$ cat src/rtl/ram_arbiter.sv
// Two-port arbiter/sequencer in front of the scratch RAM.
// Each grant runs SETUP -> READ -> ACKS against the registered-read RAM.
module ram_arbiter #(
  parameter bit DBG_PRIORITY = 1'b0
) (
  input  logic       CLK,
  input  logic       RESETn,
  input  logic       CPU_REQ,
  input  logic       CPU_WE,
  input  logic [3:0] CPU_ADDR,
  input  logic [7:0] CPU_WDATA,
  output logic [7:0] CPU_RDATA,
  output logic       CPU_ACK,
  input  logic       DBG_REQ,
  input  logic       DBG_WE,
  input  logic [3:0] DBG_ADDR,
  input  logic [7:0] DBG_WDATA,
  output logic [7:0] DBG_RDATA,
  output logic       DBG_ACK,
  input  logic       DBG_LOCK,
  output logic [3:0] RAM_ADDR,
  output logic [7:0] RAM_DIN,
  output logic       RAM_RI,
  input  logic [7:0] RAM_DOUT,
  output logic       BUSY,
  output logic       OWNER
);

  typedef enum logic [1:0] {
    IDLE,
    SETUP,
    READ,
    ACKS
  } state_t;

  state_t     state;
  state_t     state_nx;
  logic       we_q;
  logic       grant;
  logic       win;
  logic       cpu_ok;
  logic       dbg_ok;
  logic       win_we;
  logic [3:0] win_addr;
  logic [7:0] win_wdata;

  assign cpu_ok = CPU_REQ && !DBG_LOCK;
  assign dbg_ok = DBG_REQ;

  assign win_we    = win ? DBG_WE    : CPU_WE;
  assign win_addr  = win ? DBG_ADDR  : CPU_ADDR;
  assign win_wdata = win ? DBG_WDATA : CPU_WDATA;

  assign BUSY    = (state != IDLE);
  assign CPU_ACK = (state == ACKS) && !OWNER;
  assign DBG_ACK = (state == ACKS) && OWNER;

  always_comb begin
    state_nx = state;
    grant    = 1'b0;
    win      = OWNER;
    unique case (state)
      IDLE: begin
        // On a tie, round-robin favours the port that did not go last.
        if (cpu_ok && dbg_ok) begin
          win = DBG_PRIORITY ? 1'b1 : ~OWNER;
        end else if (dbg_ok) begin
          win = 1'b1;
        end else if (cpu_ok) begin
          win = 1'b0;
        end
        if (cpu_ok || dbg_ok) begin
          grant    = 1'b1;
          state_nx = SETUP;
        end
      end
      SETUP:   state_nx = READ;
      READ:    state_nx = ACKS;
      ACKS:    state_nx = IDLE;
      default: state_nx = IDLE;
    endcase
  end

  always_ff @(posedge CLK) begin
    if (!RESETn) begin
      state     <= IDLE;
      OWNER     <= 1'b1;
      we_q      <= 1'b0;
      RAM_ADDR  <= 4'h0;
      RAM_DIN   <= 8'h00;
      RAM_RI    <= 1'b0;
      CPU_RDATA <= 8'h00;
      DBG_RDATA <= 8'h00;
    end else begin
      state <= state_nx;
      if (grant) begin
        OWNER    <= win;
        we_q     <= win_we;
        RAM_ADDR <= win_addr;
        RAM_DIN  <= win_wdata;
        RAM_RI   <= win_we;
      end
      if (state == SETUP) begin
        RAM_RI <= 1'b0;
      end
      if (state == READ && !we_q) begin
        if (OWNER) begin
          DBG_RDATA <= RAM_DOUT;
        end else begin
          CPU_RDATA <= RAM_DOUT;
        end
      end
    end
  end

endmodule

$ cat config.mk
export PLATFORM = sky130hd
export DESIGN_NAME = ram_arbiter
export DESIGN_NICKNAME = d
export VERILOG_FILES = /design/src/rtl/ram_arbiter.sv
export SDC_FILE = /design/constraint.sdc
export NUM_CORES = 1
export LEC_CHECK = 0
export ABC_CLOCK_PERIOD_IN_PS = 1700
export CAP_MARGIN = 20
export CORE_MARGIN = 10
export CORE_UTILIZATION = 39
export CTS_CLUSTER_SIZE = 10
export DETAILED_ROUTE_END_ITERATION = 16
export GPL_ROUTABILITY_DRIVEN = 0
export GPL_TIMING_DRIVEN = 1
export PLACE_DENSITY_LB_ADDON = 0.15
export SYNTH_ARGS = -nofsm -noshare
export SYNTH_HDL_FRONTEND = slang
export SYNTH_SLANG_ARGS = --single-unit
$ cat constraint.sdc
create_clock -name CLK -period 1.7 [get_ports CLK]
set_input_delay 0.34 -clock CLK [delete_from_list [all_inputs] [get_ports CLK]]
set_output_delay 0.34 -clock CLK [all_outputs]
set_load 0.02 [all_outputs]
* After elaboration in Yosys (flattened, before gate mapping)
Cells that the tools add are included.
W data, S select, Z words.
** Operators by class
- Muxes and demuxes :: 11
- Eq/ne operators :: 4
- Bitwise gates (word level) :: 2
- Reduce and logical (&&, ||, !) cells :: 14
** Operators by type and width (count)
- $mux W8 :: 1
- $pmux W2 S4 :: 1
- $mux W1 :: 7
- $logic_and A1 B1 Y1 :: 5
- $eq A2 B2 Y1 const B :: 2
- $mux W4 :: 1
- $reduce_and A2 Y1 :: 2
- $logic_not A1 Y1 :: 3
- $eq A2 B1 Y1 const B :: 1
- $logic_not A2 Y1 :: 1
- $mux W2 :: 1
- $ne A2 B2 Y1 const B :: 1
- $not A1 Y1 :: 2
- $reduce_bool A2 Y1 :: 1
- $reduce_or A2 Y1 :: 1
- $logic_or A1 B1 Y1 :: 1
** Storage, ports and cells
- Output and inout bits :: 33
- Bits of input ports :: 39
- Bits in registers :: 33

* Depth between registers and ports, before layout
- Depth in word-level cells :: 7
- Gate-level depth with buffers :: 7
- Gate-level depth less buffers :: 6

* Worst setup path after synthesis
OpenSTA, ideal clock, no wires.
- Path type :: register to register
- From :: reg state[0]
- To :: reg RAM_ADDR[0]
- Arrival :: 1378 ps
- Library setup time :: 74 ps
- Cell stages (with the launch flop) :: 8
- Path slack :: 248 ps
- Buffers on the path :: 1
- Path through :: dfxtp_1 > inv_1 > ha_1 > a21oi_2 > a31o_2 > buf_2 > nand2_1 > a31oi_1
** On the way
- Longest elaborated chain between the ends :: 3
- Elaborated cells between the ends (all ways) :: 4
- Classes of those cells :: mux: 3; reduce/logical: 1
** Ends and longest elaborated chain
- start: declaration :: line 36 : state_t state;
- start signal: assignment :: line 95 : state <= state_nx;
- $logic_not A2 Y1 (*) :: line 62 : unique case (state)
- $mux W1 :: line 62
- $mux W4 :: line 51 : assign win_addr = win ? DBG_ADDR : CPU_ADDR;
- end signal: assignment :: line 99 : RAM_ADDR <= win_addr;
- end: declaration :: line 21 : output logic [3:0] RAM_ADDR,
Mark *: on every way between the ends. The rest lies on a longest branch, timed or not.
A chain may end at the register's enable or synchronous reset.

* Worst setup path in the final report
- From :: reg CPU_RDATA[1]
- To :: out CPU_RDATA[1]
** RTL lines
- start: declaration :: line 12 : output logic [7:0] CPU_RDATA,
- start signal: assignment :: line 92 : CPU_RDATA <= 8'h00;
- start signal: assignment :: line 110 : CPU_RDATA <= RAM_DOUT;
No word-level cell between the ends.

==> reports/metrics.cfg <==
[power_and_ir_drop]
p_int_mw = 1.838
pwr-share-clk_pct = 16.9
cellPowerDensity_nw_per_um2 = 1260
p_leak_nw = 1.005
p_sw_mw = 1.050
pwr-share-comb_pct = 46.3
swShare_pct = 36.36
ir_worst_vdd_uv = 763.5
seqPwrFrac_pct = 36.8

[yosys]
synth_compound_gate_area_share_pct = 14.45
avgSynthCellArea_um2 = 9.282
synthAdderAreaFrac_pct = 3.524
synth.area.top_cells = dfxtp_1 47%, mux2i_1 12%, nor2b_1 8.4%
ys_ff_latch = 33
synth.mux.area_fraction_pct = 11.98
synth_top_family_by_area = simple AND/OR/NAND/NOR gates
synth_top_area_cell = dfxtp_1
synthXorXnorAreaFrac_pct = 0
yosys.area_share.simple_pct = 18.68
synth_nets = 196
synthesis.area_um2 = 1420
ys_seq_area_share_pct = 46.52
ys_warn_count = 0
synth.distinct_cells = 22
syn_inst = 153
synth.top_cell.area_share_pct = 46.52

[timing]
setup_viol_count_final = 0
drv_slew = 0
relSlewSlack_pct = 80.63
rsz0062_at_grt = false
fin_crit_sh_pct = 96.55
fin_tns_setup_ns = 0
hold_viol_final = 0
min_period_ns = 1.641
finClkSkew_ns = 0.007150
tightestPinTransition_ns = 0.2902
fmax_mhz = 609.2
fin_ws_ns = 0.05857

[finish]
seq_area_um2 = 663.1
multi_input_area_um2 = 704.4
utilization_pct = 67.11
nets = 272
layout-drive-gt1-share_pct = 11.30
num_antenna_cells = 0
final_common_cell = clkdlybuf4s50_1
fill_cells = 276
instances_no_fill = 276
area_growth_pct = 61.41
mostFrequentLayoutCells = 61 x clkdlybuf4s50_1, 31 x dfxtp_1, 27 x nand2_1
fin_area_um2 = 2292

[global_routing]
grt_first_pass_wirelength_um = 6644
grt-ovfl-total = 0
grt_pass1_vias = 1347
grt_max_degree = 29
track_usage_pct = 12.74
antenna_found_initial = 0

[placement]
portBuffers = 71
hpwlAfterDp_um = 3220
dp_slack_ns = -0.01960
dp.cells = 268
place_area_um2 = 2208

[drt]
ant_nets = 0
vias_per_cell = 4.754
drtPass1Iterations = 4
vias = 1312
wirelength_um = 4067
met3_length_um = 380
drc_errors = 0
route.met2.wl_um = 2054
wl_met1_um = 1579
avgRoutedWirePerCell_um = 14.74
drt_iter0_markers = 68
top_layer = met4

[critical_path]
r2r_end = RAM_ADDR[0]$_SDFFE_PN0P_
critPathKind = reg -> out
required_ns = 1.36
crit_arrival_ns = 1.30
startpoint_type = flip-flop
r2r_cells = 7
crit_family = buffers and inverters
path_buf_inv = 1
r2r-start = state[0]$_SDFFE_PN0P_
worstSetupStartpoint = CPU_RDATA[1]$_SDFFE_PN0P_
crit_chain = clkdlybuf4s50_1
worst_path_max_delay_cell = clkdlybuf4s50_1
cp_max_fo = 2
ff2ff_setup_slack_ns = 0.18
slowest_delay_ns = 0.62
crit_path_end_kind = primary output

[outcome]
status = completed

[die]
io_pins = 72
die_w_um = 80.35
core-area_um2 = 3416
rows = 21
start_util_pct = 41.58
die-area_um2 = 6455
die_h_um = 80.35

[cts]
cts_tree = built
cts_hold_buf = 0
clk_path_buf_depth = 2
cts_made_buffers = 5
clock_latency_ns = 0.32
htree_levels = 2
cts_setup_buffers = 0
cts_sinks = 33
clkTransAtPathRegs_ns = 0.10
cts-root-buf = clkbuf_4

[worst_hold_path]
min_path_type = reg -> reg
hold_path_end = CPU_RDATA[4]$_SDFFE_PN0P_
hold_depth = 2
min_from = CPU_RDATA[4]$_SDFFE_PN0P_

[flow_run]
maxCapViolCount = 0

==> how the worst max path moves through the flow <==
stage                                          end  slack (ns)  depth (start not counted)
after global placement           we_q$_SDFFE_PN0P_        0.04                          5
after global routing                  CPU_RDATA[1]      0.0005                          1
after detailed placement       RAM_RI$_SDFFE_PP0P_       -0.02                          5
after CTS                                  DBG_ACK       0.005                          3
after floorplan           RAM_ADDR[0]$_SDFFE_PN0P_        0.25                          7
final                                 CPU_RDATA[1]        0.06                          1
==> synthesized netlist by cell type <==
master     n
a21oi_1    1
a21oi_2    1
a31o_2     1
a31oi_1   14
a31oi_2    1
and2_1     1
buf_2      4
buf_4      2
buf_6      1
clkbuf_1   3
dfxtp_1   33
ha_1       4
inv_1      3
mux2i_1   17
nand2_1   27
nand3b_1   1
nor2b_1   19
nor2b_4    1
nor3_1     2
nor3b_1    1
o21a_1     1
o21ai_0   15
==> area by class of cell <==
class                   instances  share of cell area (%)
clock buffers                   7                   2.838
flip-flops and latches         33                   28.93
clock inverters                 1                  0.2183
well taps                      46                   2.511
multi-input cells             107                   30.73
repair buffers                 79                   34.28
inverters                       3                  0.4913
==> power groups by stage <==
| stage | clock [mW] | sequential [mW] | combinational, mW |
|---|---|---|---|
| floorplan | 0 | 1.23 | 0.591 |
| global placement | 0 | 1.06 | 1.32 |
| detailed placement | 0 | 1.07 | 1.36 |
| CTS | 0.501 | 1.06 | 1.36 |
| global route | 0.538 | 1.09 | 1.46 |
| finish | 0.487 | 1.06 | 1.34 |
==> sequential cells by signal, indices dropped and copies added (netlist names), named ones only <==
name / flops
state: 2
we_q: 1
CPU_RDATA: 8
RAM_DIN: 8
RAM_RI: 1
DBG_RDATA: 8
RAM_ADDR: 4
==> cells by family after synthesis <==
group / Yosys count
AND/OR/NAND/NOR: 52
AO/OA/AOI/OAI: 34
flip-flops: 33
multiplexers: 17
buffers and inverters: 13
adder cells (fa/ha/maj): 4
==> per-stage QoR <==
| step | hold slack, ns | power (mW) |
|---|---|---|
| after floorplan | 0.4783 | 1.824 |
| after CTS | 0.5298 | 2.915 |
| after global placement | 0.4979 | 2.385 |
| final | 0.5260 | 2.888 |
| after global routing | 0.5562 | 3.086 |
| after detailed placement | 0.5083 | 2.433 |
==> what timing repair did <==
| action | CTS | global route |
|---|---|---|
| gates resized for setup | 6 | 15 |
| gates cloned | 0 | 0 |
| setup endpoints to repair | 4 | 23 |
==> routing by layer <==
metal  vias up  track usage, %
met5         -               0
met4         0           4.225
met3         7           6.125
met2        43           21.42
met1       582           13.65
li1        680               -
Power figures use the tool's default switching activity.
